<file path="config.mk">
export PLATFORM = sky130hd
export DESIGN_NAME = ksa_arbiter_flat
export DESIGN_NICKNAME = d
export VERILOG_FILES = /design/src/rtl/ksa_arbiter_if.sv /design/src/rtl/ksa_arbiter.sv /design/src/flat_wrapper.sv
export SDC_FILE = /design/constraint.sdc
export NUM_CORES = 1
export LEC_CHECK = 0
export CORE_UTILIZATION = 45
export DETAILED_ROUTE_END_ITERATION = 10
export PLACE_DENSITY = 0.8
export SYNTH_ARGS = -nofsm -noshare
export SYNTH_HDL_FRONTEND = slang
export SYNTH_SLANG_ARGS = --single-unit
export TNS_END_PERCENT = 1
</file>
<file path="constraint.sdc">
create_clock -name clk -period 3.4 [get_ports clk]
set_input_delay 0.68 -clock clk [delete_from_list [all_inputs] [get_ports clk]]
set_output_delay 0.68 -clock clk [all_outputs]
set_load 0.05 [all_outputs]
</file>
<file path="src/rtl/ksa_arbiter_if.sv">
`default_nettype none
// ============================================================================
// Module   : ksa_arbiter_if
// Purpose  : Requester/response bundle for the shared Kogge-Stone adder
//            arbiter. rsp_ovf exists only when KSA_ARB_OVF_EN is defined.
// Revision : 1.0 - initial release
// ============================================================================
interface ksa_arbiter_if #(
    parameter int NUM_REQ = 4,
    parameter int ID_W    = $clog2(NUM_REQ)
);
    logic [NUM_REQ-1:0]    req_valid;
    logic [NUM_REQ-1:0]    req_ready;
    logic [NUM_REQ*32-1:0] req_a;
    logic [NUM_REQ*32-1:0] req_b;
    logic [NUM_REQ-1:0]    req_sub;
    logic                  rsp_valid;
    logic                  rsp_ready;
    logic [ID_W-1:0]       rsp_id;
    logic [31:0]           rsp_sum;
    logic                  rsp_cout;
`ifdef KSA_ARB_OVF_EN
    logic                  rsp_ovf;

    modport master (
        output req_valid, req_a, req_b, req_sub, rsp_ready,
        input  req_ready, rsp_valid, rsp_id, rsp_sum, rsp_cout, rsp_ovf
    );
    modport slave (
        input  req_valid, req_a, req_b, req_sub, rsp_ready,
        output req_ready, rsp_valid, rsp_id, rsp_sum, rsp_cout, rsp_ovf
    );
`else
    modport master (
        output req_valid, req_a, req_b, req_sub, rsp_ready,
        input  req_ready, rsp_valid, rsp_id, rsp_sum, rsp_cout
    );
    modport slave (
        input  req_valid, req_a, req_b, req_sub, rsp_ready,
        output req_ready, rsp_valid, rsp_id, rsp_sum, rsp_cout
    );
`endif
endinterface
`default_nettype wire

</file>
<file path="src/rtl/ksa_arbiter.sv">
`default_nettype none
// ============================================================================
// Module   : KSA_top / ksa_arbiter
// Purpose  : Round-robin arbiter sharing one registered 32-bit Kogge-Stone
//            add/sub datapath. Optional overflow flag: KSA_ARB_OVF_EN.
// Revision : 1.0 - initial release
// ============================================================================
module KSA_top (
    input  wire logic [31:0] i_a,
    input  wire logic [31:0] i_b,
    input  wire logic        i_cin,
    output logic      [31:0] o_sum,
    output logic             o_cout
);
    logic [31:0] w_b;
    logic [31:0] w_p;
    logic [31:0] w_gp;
    logic [31:0] w_pp;
    logic [31:0] w_gn;
    logic [31:0] w_pn;

    // cin=1 selects subtraction: B is inverted here and cin supplies the +1
    always_comb begin
        w_b      = i_cin ? ~i_b : i_b;
        w_p      = i_a ^ w_b;
        w_gp     = i_a & w_b;
        w_gp[0]  = w_gp[0] | (w_p[0] & i_cin);
        w_pp     = w_p;
        w_gn     = '0;
        w_pn     = '0;
        for (int l = 0; l < 5; l++) begin
            w_gn = w_gp;
            w_pn = w_pp;
            for (int i = (1 << l); i < 32; i++) begin
                w_gn[i] = w_gp[i] | (w_pp[i] & w_gp[i - (1 << l)]);
                w_pn[i] = w_pp[i] & w_pp[i - (1 << l)];
            end
            w_gp = w_gn;
            w_pp = w_pn;
        end
        o_sum  = w_p ^ {w_gp[30:0], i_cin};
        o_cout = w_gp[31];
    end
endmodule

module ksa_arbiter #(
    parameter int NUM_REQ = 4,
    parameter int ID_W    = $clog2(NUM_REQ)
) (
    input  wire logic    clk,
    input  wire logic    rst,
    ksa_arbiter_if.slave bus
);
    typedef enum logic [1:0] {
        S_IDLE = 2'd0,
        S_EXEC = 2'd1,
        S_RESP = 2'd2
    } state_t;

    state_t             r_state;
    state_t             w_state_nxt;
    logic [ID_W-1:0]    r_rr_ptr;
    logic [ID_W-1:0]    r_op_id;
    logic [31:0]        r_op_a;
    logic [31:0]        r_op_b;
    logic               r_op_sub;
    logic               r_rsp_valid;
    logic [ID_W-1:0]    r_rsp_id;
    logic [31:0]        r_rsp_sum;
    logic               r_rsp_cout;

    logic [ID_W:0]      w_idx_wide;
    logic [ID_W-1:0]    w_idx;
    logic [ID_W-1:0]    w_winner;
    logic [ID_W-1:0]    w_ptr_nxt;
    logic               w_found;
    logic               w_grant;
    logic [NUM_REQ-1:0] w_req_ready;
    logic [31:0]        w_sel_a;
    logic [31:0]        w_sel_b;
    logic               w_sel_sub;
    logic [31:0]        w_sum;
    logic               w_cout;

    // Scan starting at the round-robin pointer, wrapping modulo NUM_REQ
    always_comb begin
        w_found    = 1'b0;
        w_winner   = '0;
        w_idx_wide = '0;
        w_idx      = '0;
        for (int k = 0; k < NUM_REQ; k++) begin
            w_idx_wide = {1'b0, r_rr_ptr} + (ID_W+1)'(k);
            if (w_idx_wide >= (ID_W+1)'(NUM_REQ)) begin
                w_idx_wide = w_idx_wide - (ID_W+1)'(NUM_REQ);
            end
            w_idx = w_idx_wide[ID_W-1:0];
            if (!w_found && bus.req_valid[w_idx]) begin
                w_found  = 1'b1;
                w_winner = w_idx;
            end
        end
    end

    assign w_ptr_nxt = (w_winner == ID_W'(NUM_REQ - 1)) ? '0 : w_winner + 1'b1;
    assign w_grant   = (r_state == S_IDLE) && w_found && !rst;

    always_comb begin
        w_sel_a   = '0;
        w_sel_b   = '0;
        w_sel_sub = 1'b0;
        for (int i = 0; i < NUM_REQ; i++) begin
            if (w_winner == ID_W'(i)) begin
                w_sel_a   = bus.req_a[32*i +: 32];
                w_sel_b   = bus.req_b[32*i +: 32];
                w_sel_sub = bus.req_sub[i];
            end
        end
    end

    always_ff @(posedge clk) begin
        if (rst) begin
            r_state <= S_IDLE;
        end else begin
            r_state <= w_state_nxt;
        end
    end

    always_comb begin
        w_state_nxt = r_state;
        w_req_ready = '0;
        case (r_state)
            S_IDLE: begin
                if (w_found) begin
                    w_req_ready = NUM_REQ'(1) << w_winner;
                    w_state_nxt = S_EXEC;
                end
            end
            S_EXEC:  w_state_nxt = S_RESP;
            S_RESP: begin
                if (r_rsp_valid && bus.rsp_ready) begin
                    w_state_nxt = S_IDLE;
                end
            end
            default: w_state_nxt = S_IDLE;
        endcase
        if (rst) begin
            w_req_ready = '0;
        end
    end

    KSA_top u_ksa (
        .i_a    (r_op_a),
        .i_b    (r_op_b),
        .i_cin  (r_op_sub),
        .o_sum  (w_sum),
        .o_cout (w_cout)
    );

    always_ff @(posedge clk) begin
        if (rst) begin
            r_rr_ptr    <= '0;
            r_op_a      <= '0;
            r_op_b      <= '0;
            r_op_sub    <= 1'b0;
            r_op_id     <= '0;
            r_rsp_valid <= 1'b0;
            r_rsp_id    <= '0;
            r_rsp_sum   <= '0;
            r_rsp_cout  <= 1'b0;
        end else begin
            if (w_grant) begin
                r_op_a   <= w_sel_a;
                r_op_b   <= w_sel_b;
                r_op_sub <= w_sel_sub;
                r_op_id  <= w_winner;
                r_rr_ptr <= w_ptr_nxt;
            end
            if (r_state == S_EXEC) begin
                r_rsp_sum   <= w_sum;
                r_rsp_cout  <= w_cout;
                r_rsp_id    <= r_op_id;
                r_rsp_valid <= 1'b1;
            end else if (r_state == S_RESP && bus.rsp_ready) begin
                r_rsp_valid <= 1'b0;
            end
        end
    end

`ifdef KSA_ARB_OVF_EN
    logic r_rsp_ovf;
    logic w_ovf;

    // Signed overflow: result sign differs from A when operand signs allow it
    assign w_ovf = r_op_sub ? ((r_op_a[31] != r_op_b[31]) && (w_sum[31] != r_op_a[31]))
                            : ((r_op_a[31] == r_op_b[31]) && (w_sum[31] != r_op_a[31]));

    always_ff @(posedge clk) begin
        if (rst) begin
            r_rsp_ovf <= 1'b0;
        end else if (r_state == S_EXEC) begin
            r_rsp_ovf <= w_ovf;
        end
    end

    assign bus.rsp_ovf = r_rsp_ovf;
`endif

    assign bus.req_ready = w_req_ready;
    assign bus.rsp_valid = r_rsp_valid;
    assign bus.rsp_id    = r_rsp_id;
    assign bus.rsp_sum   = r_rsp_sum;
    assign bus.rsp_cout  = r_rsp_cout;
endmodule
`default_nettype wire

</file>
<file path="src/flat_wrapper.sv">
// flat-port wrapper written by rule: the top's interface ports become plain ports
module ksa_arbiter_flat 
#(
    parameter int NUM_REQ = 4,
    parameter int ID_W    = $clog2(NUM_REQ)
)
  (clk, rst, bus_req_valid, bus_req_a, bus_req_b, bus_req_sub, bus_rsp_ready, bus_req_ready, bus_rsp_valid, bus_rsp_id, bus_rsp_sum, bus_rsp_cout);
  ksa_arbiter_if #(.NUM_REQ(NUM_REQ), .ID_W(ID_W)) bus_i ();
  input  wire logic clk;
  input  wire logic rst;
  input wire logic [$bits(bus_i.req_valid)-1:0] bus_req_valid;
  input wire logic [$bits(bus_i.req_a)-1:0] bus_req_a;
  input wire logic [$bits(bus_i.req_b)-1:0] bus_req_b;
  input wire logic [$bits(bus_i.req_sub)-1:0] bus_req_sub;
  input wire logic [$bits(bus_i.rsp_ready)-1:0] bus_rsp_ready;
  output wire logic [$bits(bus_i.req_ready)-1:0] bus_req_ready;
  output wire logic [$bits(bus_i.rsp_valid)-1:0] bus_rsp_valid;
  output wire logic [$bits(bus_i.rsp_id)-1:0] bus_rsp_id;
  output wire logic [$bits(bus_i.rsp_sum)-1:0] bus_rsp_sum;
  output wire logic [$bits(bus_i.rsp_cout)-1:0] bus_rsp_cout;
  assign bus_i.req_valid = bus_req_valid;
  assign bus_i.req_a = bus_req_a;
  assign bus_i.req_b = bus_req_b;
  assign bus_i.req_sub = bus_req_sub;
  assign bus_i.rsp_ready = bus_rsp_ready;
  assign bus_req_ready = bus_i.req_ready;
  assign bus_rsp_valid = bus_i.rsp_valid;
  assign bus_rsp_id = bus_i.rsp_id;
  assign bus_rsp_sum = bus_i.rsp_sum;
  assign bus_rsp_cout = bus_i.rsp_cout;
  ksa_arbiter #(.NUM_REQ(NUM_REQ), .ID_W(ID_W)) u_core (.clk(clk), .rst(rst), .bus(bus_i));
endmodule
</file>
# Word-level counts from Yosys, hierarchy flattened
# Index checks and enable logic that the tools add are counted.
# totals
ff_bits	107
input_bits	267
output_inout_bits	40
word_cells	453
# op_classes
n_addsub	8
magnitude_cmp	8
n_eq_ne	7
shifts	1
muxes	42
n_bitwise	362
n_reduce_logical	15
# op_table
op	count
$mux 32	9
$and 1x1->1	228
$or 1x1->1	130
$xor 32x32->32	2
$and 32x32->32	1
$not 32->32	1
$mux 2	11
$mux 1	14
$lt 2x3->1 const B	4
$mux 4	3
$ge 3x3->1 const B	3
$bmux 1 s2	4
$sub 2x1->2 const B	4
$logic_and 1x1->1	7
$add 2x2->3 const B	2
$eq 2x2->1 const B	3
$pmux 2 s3	1
$eq 2x1->1 const B	2
$logic_not 1->1	4
$logic_not 2->1	2
$ne 2x1->1 const B	2
$shl 1x2->4 const A	1
$add 2x1->3 const B	1
$ge 2x3->1 const B	1
3 further kinds	3

# Depth between registers and ports, before layout
# Gate-level depths: netlist of run 1.
# depth
ltp_word	19
depth_mapped	15

# By module
# A second synthesis of run 1 with hierarchy kept.
# hier_totals
hier_cells	1035
hier_area_um2	7858.8
# modules_own_cells
mod	instances	cells_per_inst	area_per_inst_um2	seq_area_each_um2
ksa_arbiter	1	725	5655.4	2142.1
KSA_top	1	310	2203.4	0.0

# Least setup slack after synthesis of run 1
# OpenSTA, ideal clock, no wires.
# synth_path
path_kind	in2out
from	input bus_req_valid[3]
to	output bus_req_ready[3]
arrival_time_ns	2.678
slack_ns	0.042
stages	8
n_path_buf	3
cell_sequence	inv_1 and3_1 nor4_1 ha_1 clkbuf_1 clkbuf_1 clkbuf_1 and2_1
# synth_via
elab_chain_cells	16
# synth_rtl
element	line	source
start: declaration	flat_wrapper.sv:11	input wire logic [$bits(bus_i.req_valid)-1:0] bus_req_valid;
$bmux 1 s2	ksa_arbiter.sv:97	if (!w_found && bus.req_valid[w_idx]) begin
$mux 1 (not written as such)	ksa_arbiter.sv:97	
$mux 1	ksa_arbiter.sv:97	
$logic_not 1->1	ksa_arbiter.sv:97	
$logic_and 1x1->1	ksa_arbiter.sv:97	
$mux 1	ksa_arbiter.sv:97	
$logic_not 1->1	ksa_arbiter.sv:97	
$logic_and 1x1->1	ksa_arbiter.sv:97	
$mux 1	ksa_arbiter.sv:97	
$logic_not 1->1	ksa_arbiter.sv:97	
$logic_and 1x1->1	ksa_arbiter.sv:97	
$mux 2 *	ksa_arbiter.sv:97	
net u_core.w_winner[0]	ksa_arbiter.sv:74	logic [ID_W-1:0] w_winner;
$shl 1x2->4 *	ksa_arbiter.sv:134	w_req_ready = NUM_REQ'(1) << w_winner;
$mux 4 *	ksa_arbiter.sv:133	if (w_found) begin
$mux 4 *	ksa_arbiter.sv:131	case (r_state)
$mux 4 *	ksa_arbiter.sv:146	if (rst) begin
end: declaration	flat_wrapper.sv:16	output wire logic [$bits(bus_i.req_ready)-1:0] bus_req_ready;
# Mark *: on every way through the listed nets, which the timed path passes. The rest lies on a longest branch. The select of a mux whose other input is x is not followed.

# Worst setup path after layout of run 1
# layout_path
from	register u_core.r_op_sub
to	register u_core.r_rsp_sum[24] (netlist: u_core.bus.rsp_sum[24])
# layout_via
elab_chain_cells	13
# layout_rtl
element	line	source
start: declaration	ksa_arbiter.sv:66	logic r_op_sub;
start signal: assignment	ksa_arbiter.sv:174	r_op_sub <= w_sel_sub;
$mux 32	ksa_arbiter.sv:24	w_b = i_cin ? ~i_b : i_b;
$xor 32x32->32	ksa_arbiter.sv:25	w_p = i_a ^ w_b;
$and 1x1->1	ksa_arbiter.sv:27	w_gp[0] = w_gp[0] | (w_p[0] & i_cin);
$or 1x1->1	ksa_arbiter.sv:27	
$and 1x1->1	ksa_arbiter.sv:35	w_gn[i] = w_gp[i] | (w_pp[i] & w_gp[i - (1 << l)]);
$or 1x1->1	ksa_arbiter.sv:35	
$and 1x1->1	ksa_arbiter.sv:35	
$or 1x1->1	ksa_arbiter.sv:35	
$and 1x1->1	ksa_arbiter.sv:35	
$or 1x1->1	ksa_arbiter.sv:35	
$and 1x1->1	ksa_arbiter.sv:35	
$or 1x1->1	ksa_arbiter.sv:35	
$xor 32x32->32 *	ksa_arbiter.sv:41	o_sum = w_p ^ {w_gp[30:0], i_cin};
end signal: assignment	ksa_arbiter.sv:179	r_rsp_sum <= w_sum;
end: declaration	ksa_arbiter.sv:69	logic [31:0] r_rsp_sum;
# Mark *: on every way between the ends. The rest lies on a longest branch, timed or not.
# A chain may end at the register's enable or synchronous reset.

==> results.toml, run 1 <==
[status]
status = "finished clean"

[synth]
synth_area_per_cell_um2 = 7.19
synth_ff_type = "dfxtp_1"
synth_area_um2 = 7750
async_flop_share = 0
synth_edf_count = 0
yosys.area.top_type = "dfxtp_1"
syn_nets = 1384
netlist.area_leader.share = 0.276
synth-seq-cells = 107
synthCells = 1079
synthTopCellsByArea = "dfxtp_1 (28%), nor2_1 (8.2%), a21oi_1 (7.6%), a22oi_1 (6.5%), o211ai_1 (6.4%)"
ys.warnings.count = 0
ys_seq_area_frac = 0.276
ys_types = 65

[pwr]
intPower_mw = 3.19
switching_share = 0.409
p_switching_mw = 2.21
clkPwrFrac = 0.216
cellPowerDensity_nw_per_um2 = 475
combinationalPowerShare = 0.498
peakVddDrop_mv = 0.277
p_leak_nw = 4.30
seq_power_share = 0.286

[layout]
fin_area_um2 = 11400
drive_above_1_share = 0.0539
nNetsFinal = 1637
nFillCells = 1488
area_delta_synth_final_pct = 46.8

[worst_hold_path]
min_from = "u_core.r_op_id[0]"
hold_class = "reg2reg"

[sta]
slew_headroom = 0.313
finalCritPeriodShare = 0.970
setup_violations = 0
worst_pin_slew_ns = 1.03
finalSetupTns_ns = 0
slew_violations = 0
period_needed_ns = 3.30
skew_ns = 0.0125
grt_setup_unrepaired = "false"
hold_viol_final = 0
timing.fmax_mhz = 303

[global_route]
grt_pass1_wl_um = 44400
grt_pass1_vias = 8466
overflow = 0
grt_max_degree = 131
grt_usage = 0.318
antenna_found_initial = 1

[route]
firstDrtPassIters = 5
vias_per_cell = 5.73
drc = 0
wirelength_um = 28300
drt_iter0_markers = 643
num_vias = 8929
wl_per_cell_um = 18.1
antenna_left = 0

[worst_setup_path]
reg2reg_from = "u_core.r_op_sub"
critPathTopFamily = "compound AO/OA/AOI/OAI gates"
cp-startpoint = "u_core.r_op_sub"
cp-start-kind = "flop"
crit_slowest_cell = "a2111oi_4"
cpPeakStageDelay_ns = 0.50
critPathKind = "reg2reg"
endpoint_kind = "flop"
path_buf_inv = 1
path_cells = "xor2_1 > inv_1 > fa_1 > and2b_1 > o2111ai_2 > a2111oi_4 > nor3_2 > a21oi_1 > a2111oi_0 > a221o_1"
cp_data_arrival_time_ns = 3.54
path_max_fanout = 4
crit_required_ns = 3.65

[cts]
clk_pin_slew_worst_paths_ns = 0.08
clock_path_buffers = 2
cts_tree = "done"
clock_latency_ns = 0.36
post_cts_buffers = 0
cts-buffers-inserted = 9
cts_root_buf = "clkbuf_16"
clock-sinks = 107
htreeDepth = 3

[die]
dieHeight_um = 133
dieArea_um2 = 17800
placementRows = 47
die_w_um = 133
core_um2 = 16700
start_util = 0.464
ios = 307

[flow_run]
max_cap_violations = 0

[placement]
hpwlAfterDp_um = 22000
io_buffers = 306
dpl-instance-area_um2 = 11100
globalplace.congestion = 0.922
[timing repair]
action                     in CTS  in global routing
setup endpoints to repair       0                  1
hold endpoints to repair        0                  0
hold buffers                    0                  0
gates resized for setup         0                  1
[per-stage QoR]
step                hold WS [ns]  utilization  setup WS, ns  total power, mW  instances
global placement           0.438        0.662        0.0539             4.19       1541
finish                     0.453        0.682         0.103             5.41       1558
CTS                        0.455        0.681         0.165             5.38       1557
detailed placement         0.444        0.662      -0.00717             4.22       1541
floorplan                  0.431            -        0.0420             3.24       1079
global route               0.475        0.682       0.00133             5.74       1558
[path summary, 6_finish.rpt]
check / endpoint / slack (ns) / depth (start not counted)
worst min-delay path: u_core.bus.rsp_id[0] / 0.45 / 2
worst max register to register: u_core.bus.rsp_sum[24] / 0.10 / 10
worst max-delay path: u_core.bus.rsp_sum[24] / 0.10 / 10
worst min register to register: u_core.bus.rsp_id[0] / 0.45 / 2
[final cells by class]
class                   count  area (um2)  area share
repair buffers            331        3350       0.294
well taps                 220         275      0.0242
flip-flops and latches    107        2140       0.188
clock buffers               9         225      0.0198
multi-input cells         865        5220       0.459
clock inverters             7         100     0.00879
inverters                  18        67.6     0.00593
diodes                      1        2.50    0.000220
[flip-flops by register name, summed over array words and instances, names as in the netlist]
name,count
u_core.bus.rsp_id,2
u_core.r_state,2
u_core.r_op_b,32
u_core.bus.rsp_valid,1
u_core.r_rr_ptr,2
u_core.bus.rsp_sum,32
u_core.r_op_id,2
u_core.r_op_a,32
u_core.bus.rsp_cout,1
u_core.r_op_sub,1
[power by group through the flow]
stage	Clock (mW)	Sequential, mW	Combinational, mW
after floorplan	0	1.74	1.50
after global placement	0	1.57	2.63
after detailed placement	0	1.57	2.65
after CTS	1.18	1.54	2.67
after global routing	1.22	1.56	2.95
final	1.17	1.55	2.69
[worst reg2reg max path, cell delays in order, from the launching register on]
cell       delay [ns]
dfxtp_2          0.38
xor2_1           0.37
inv_1            0.12
fa_1             0.45
and2b_1          0.26
o2111ai_2        0.17
a2111oi_4        0.50
nor3_2           0.15
a21oi_1          0.32
a2111oi_0        0.16
a221o_1          0.29
[layer usage]
metal,up-vias,global-route usage,routed length [um]
met5,-,0,0
met4,0,0.140,1080
met3,65,0.0491,1960
met2,413,0.500,12800
met1,4052,0.428,12500
li1,4399,-,-
[layout by cell type, fill, tap and decap left out, types with 4 or more instances in the layout]
cell type / count
o21a_1: 7
o21bai_1: 6
a21o_1: 4
inv_1: 18
xor2_1: 37
ha_1: 34
buf_4: 21
a31oi_1: 6
or3_1: 8
and3_1: 4
buf_12: 9
mux2i_1: 4
nand2_1: 121
clkbuf_16: 9
a211oi_1: 7
nor2_1: 169
nand4_1: 9
o211ai_1: 66
nor2b_1: 4
and2_1: 7
dfxtp_1: 106
o21ai_0: 96
clkdlybuf4s50_1: 301
nand3b_1: 4
a21oi_1: 118
xnor2_1: 8
nor3_1: 8
a22oi_1: 67
nand3_1: 11
[synthesized netlist by cell type (all sizes together), types with 6 or more instances]
cell and number:
a211oi 7, a21oi 119, a22oi 67, a31oi 6, and2 7, and3 6, buf 8, clkbuf 80
dfxtp 107, ha 37, inv 18, nand2 121, nand3 11, nand4 9, nor2 169, nor2b 6
nor3 9, o211ai 66, o21a 8, o21ai 99, o21bai 6, or3 11, xnor2 8, xor2 37
[logic make-up (layout without fill, tap and decap cells)]
| kind of cell | after synthesis | in the layout | synth area share |
|---|---|---|---|
| buffers and inverters | 107 | 365 | 0.0568 |
| xor gates and xnor gates | 45 | 45 | 0.0508 |
| DFF | 107 | 107 | 0.276 |
| and+or+nand+nor | 369 | 369 | 0.205 |
| AOI/OAI and AO/OA | 408 | 408 | 0.342 |
| other | 0 | 1 | 0 |
| adders and majority gates | 38 | 38 | 0.0623 |
| muxes | 5 | 5 | 0.00694 |
Power figures use the tool's default switching activity.
==> inputs of run 2 (changes only) <==
DONT_BUFFER_PORTS = 1   (was default)
PLACE_DENSITY = 0.57   (was 0.8)
==> run 2 against run 1 <==
- total power is 11% lower
- clock skew is 0.0035 ns lower
- first-iteration DRC count fell by 7.5%
- via count fell by 16%
- setup slack better by 0.076 ns
- final cell count is 20% lower
- global-route usage decreased by 4.0 points
- routed wire length fell by 11%
- non-clock buffer count fell by 311
- hold slack got worse by 0.058 ns
- sequential cell count did not move
- critical path type is now reg2out
- largest cell class unchanged
==> results.toml, run 2 (synthesis results as in run 1) <==
[status]
status = "finished clean"

[sta]
grt_setup_unrepaired = "false"
skew_ns = 0.00908
period_needed_ns = 3.22
timing.fmax_mhz = 310
worst_pin_slew_ns = 0.911
finalCritPeriodShare = 0.947
slew_violations = 0
slew_headroom = 0.391
setup_violations = 0
hold_viol_final = 0
setup_slack_ns = 0.179

[flow_run]
max_cap_violations = 0

[worst_setup_path]
cp_data_arrival_time_ns = 2.54
cp-start-kind = "flop"
path_buf_inv = 1
critPathKind = "reg2out"
crit_required_ns = 2.72
path_cells = "mux2i_1 > nor2_1 > nor4_2 > inv_1 > ha_1 > and2_1"
critPathTopFamily = "simple AND/OR/NAND/NOR gates"
endpoint_kind = "output port"
crit_slowest_cell = "nor4_2"
cpPeakStageDelay_ns = 0.66
path_max_fanout = 6

[cts]
cts-buffers-inserted = 9
post_cts_buffers = 0
clock_latency_ns = 0.36
clock_path_buffers = 2
clk_pin_slew_worst_paths_ns = 0.07
cts_hold_buffers = 0
ctsResizeCount = 2
cts_tree = "done"
cts_root_buf = "clkbuf_16"
htreeDepth = 3
clock-sinks = 107

[worst_hold_path]
hold_class = "in2reg"

[layout]
diodes = 0
nNetsFinal = 1326
final_cell_mix = "nor2_1 (169), nand2_1 (121), a21oi_1 (117), dfxtp_1 (106), o21ai_0 (96)"
drive_above_1_share = 0.0576
area_delta_synth_final_pct = 6.37
final_common_cell = "nor2_1"
nFillCells = 1716

[global_route]
overflow = 0
grt_usage = 0.278
antenna_found_initial = 0
grt_pass1_vias = 6813
grt_max_degree = 131
grt_pass1_wl_um = 38600

[route]
wl_per_cell_um = 20.1
wirelength_um = 25000
firstDrtPassIters = 6
num_vias = 7506
vias_per_cell = 6.03
antenna_left = 0
drt_iter0_markers = 595
drc = 0

[die]
die_w_um = 133
dieHeight_um = 133
core_um2 = 16700
ios = 307
dieArea_um2 = 17800
start_util = 0.464
placementRows = 47

[placement]
io_buffers = 0
hpwlAfterDp_um = 18900
globalplace.congestion = 0.921
place_ws_ns = -0.251

[pwr]
cellPowerDensity_nw_per_um2 = 582
power_mw = 4.80
peakVddDrop_mv = 0.252
p_leak_nw = 3.06
run 2: changes by cell type in the layout (fill, tap and decap cells not counted), sizes merged:
cell,before,now
clkinv,3,2
buf,30,20
bufinv,2,1
diode,1,0
inv,20,18
clkdlybuf4s50,301,0
clkbuf,9,12
run 2: cell type report:
class,instances,area [um2],share of cell area
clock buffer,12,236,0.0287
clock inverter,3,40.0,0.00485
inverter,18,67.6,0.00819
multi-input combinational,865,5240,0.635
sequential,107,2140,0.260
tap,220,275,0.0334
timing repair buffer,20,250,0.0303
run 2: where the power goes:
| group | internal, mW | leakage (nW) | switching [mW] |
|---|---|---|---|
| Clock | 0.567 | 0.136 | 0.478 |
| Combinational | 0.738 | 2.04 | 1.24 |
| Sequential | 1.42 | 0.880 | 0.348 |
run 2: stage by stage:
step / instances / setup TNS (ns) / area (um2) / utilization / hold WS [ns]
finish: 1245 / 0 / 8250 / 0.494 / 0.395
detailed placement: 1230 / -11.34 / 7950 / 0.476 / 0.445
global route: 1245 / 0 / 8250 / 0.494 / 0.393
floorplan: 1079 / 0 / 7750 / - / 0.431
CTS: 1245 / 0 / 8250 / 0.494 / 0.387
global placement: 1230 / -8.29 / 7950 / 0.476 / 0.444
run 2: worst paths after layout:
path                      startpoint                      to  slack, ns  depth (start not counted)
setup / recovery  u_core.r_rr_ptr[1]        bus_req_ready[0]       0.18                          6
hold / removal                   rst  u_core.bus.rsp_sum[15]       0.40                          1
setup reg to reg     u_core.r_op_sub     u_core.bus.rsp_cout       0.22                         10
hold reg to reg    u_core.r_op_id[0]    u_core.bus.rsp_id[0]       0.45                          2
run 2: layer usage:
metal | up-vias | GRT usage | wire, um
met3 | 26 | 0.0533 | 1820
met4 | 0 | 0.0720 | 353
met5 | - | 0 | 0
met2 | 310 | 0.409 | 10900
li1 | 3780 | - | -
met1 | 3390 | 0.409 | 12000
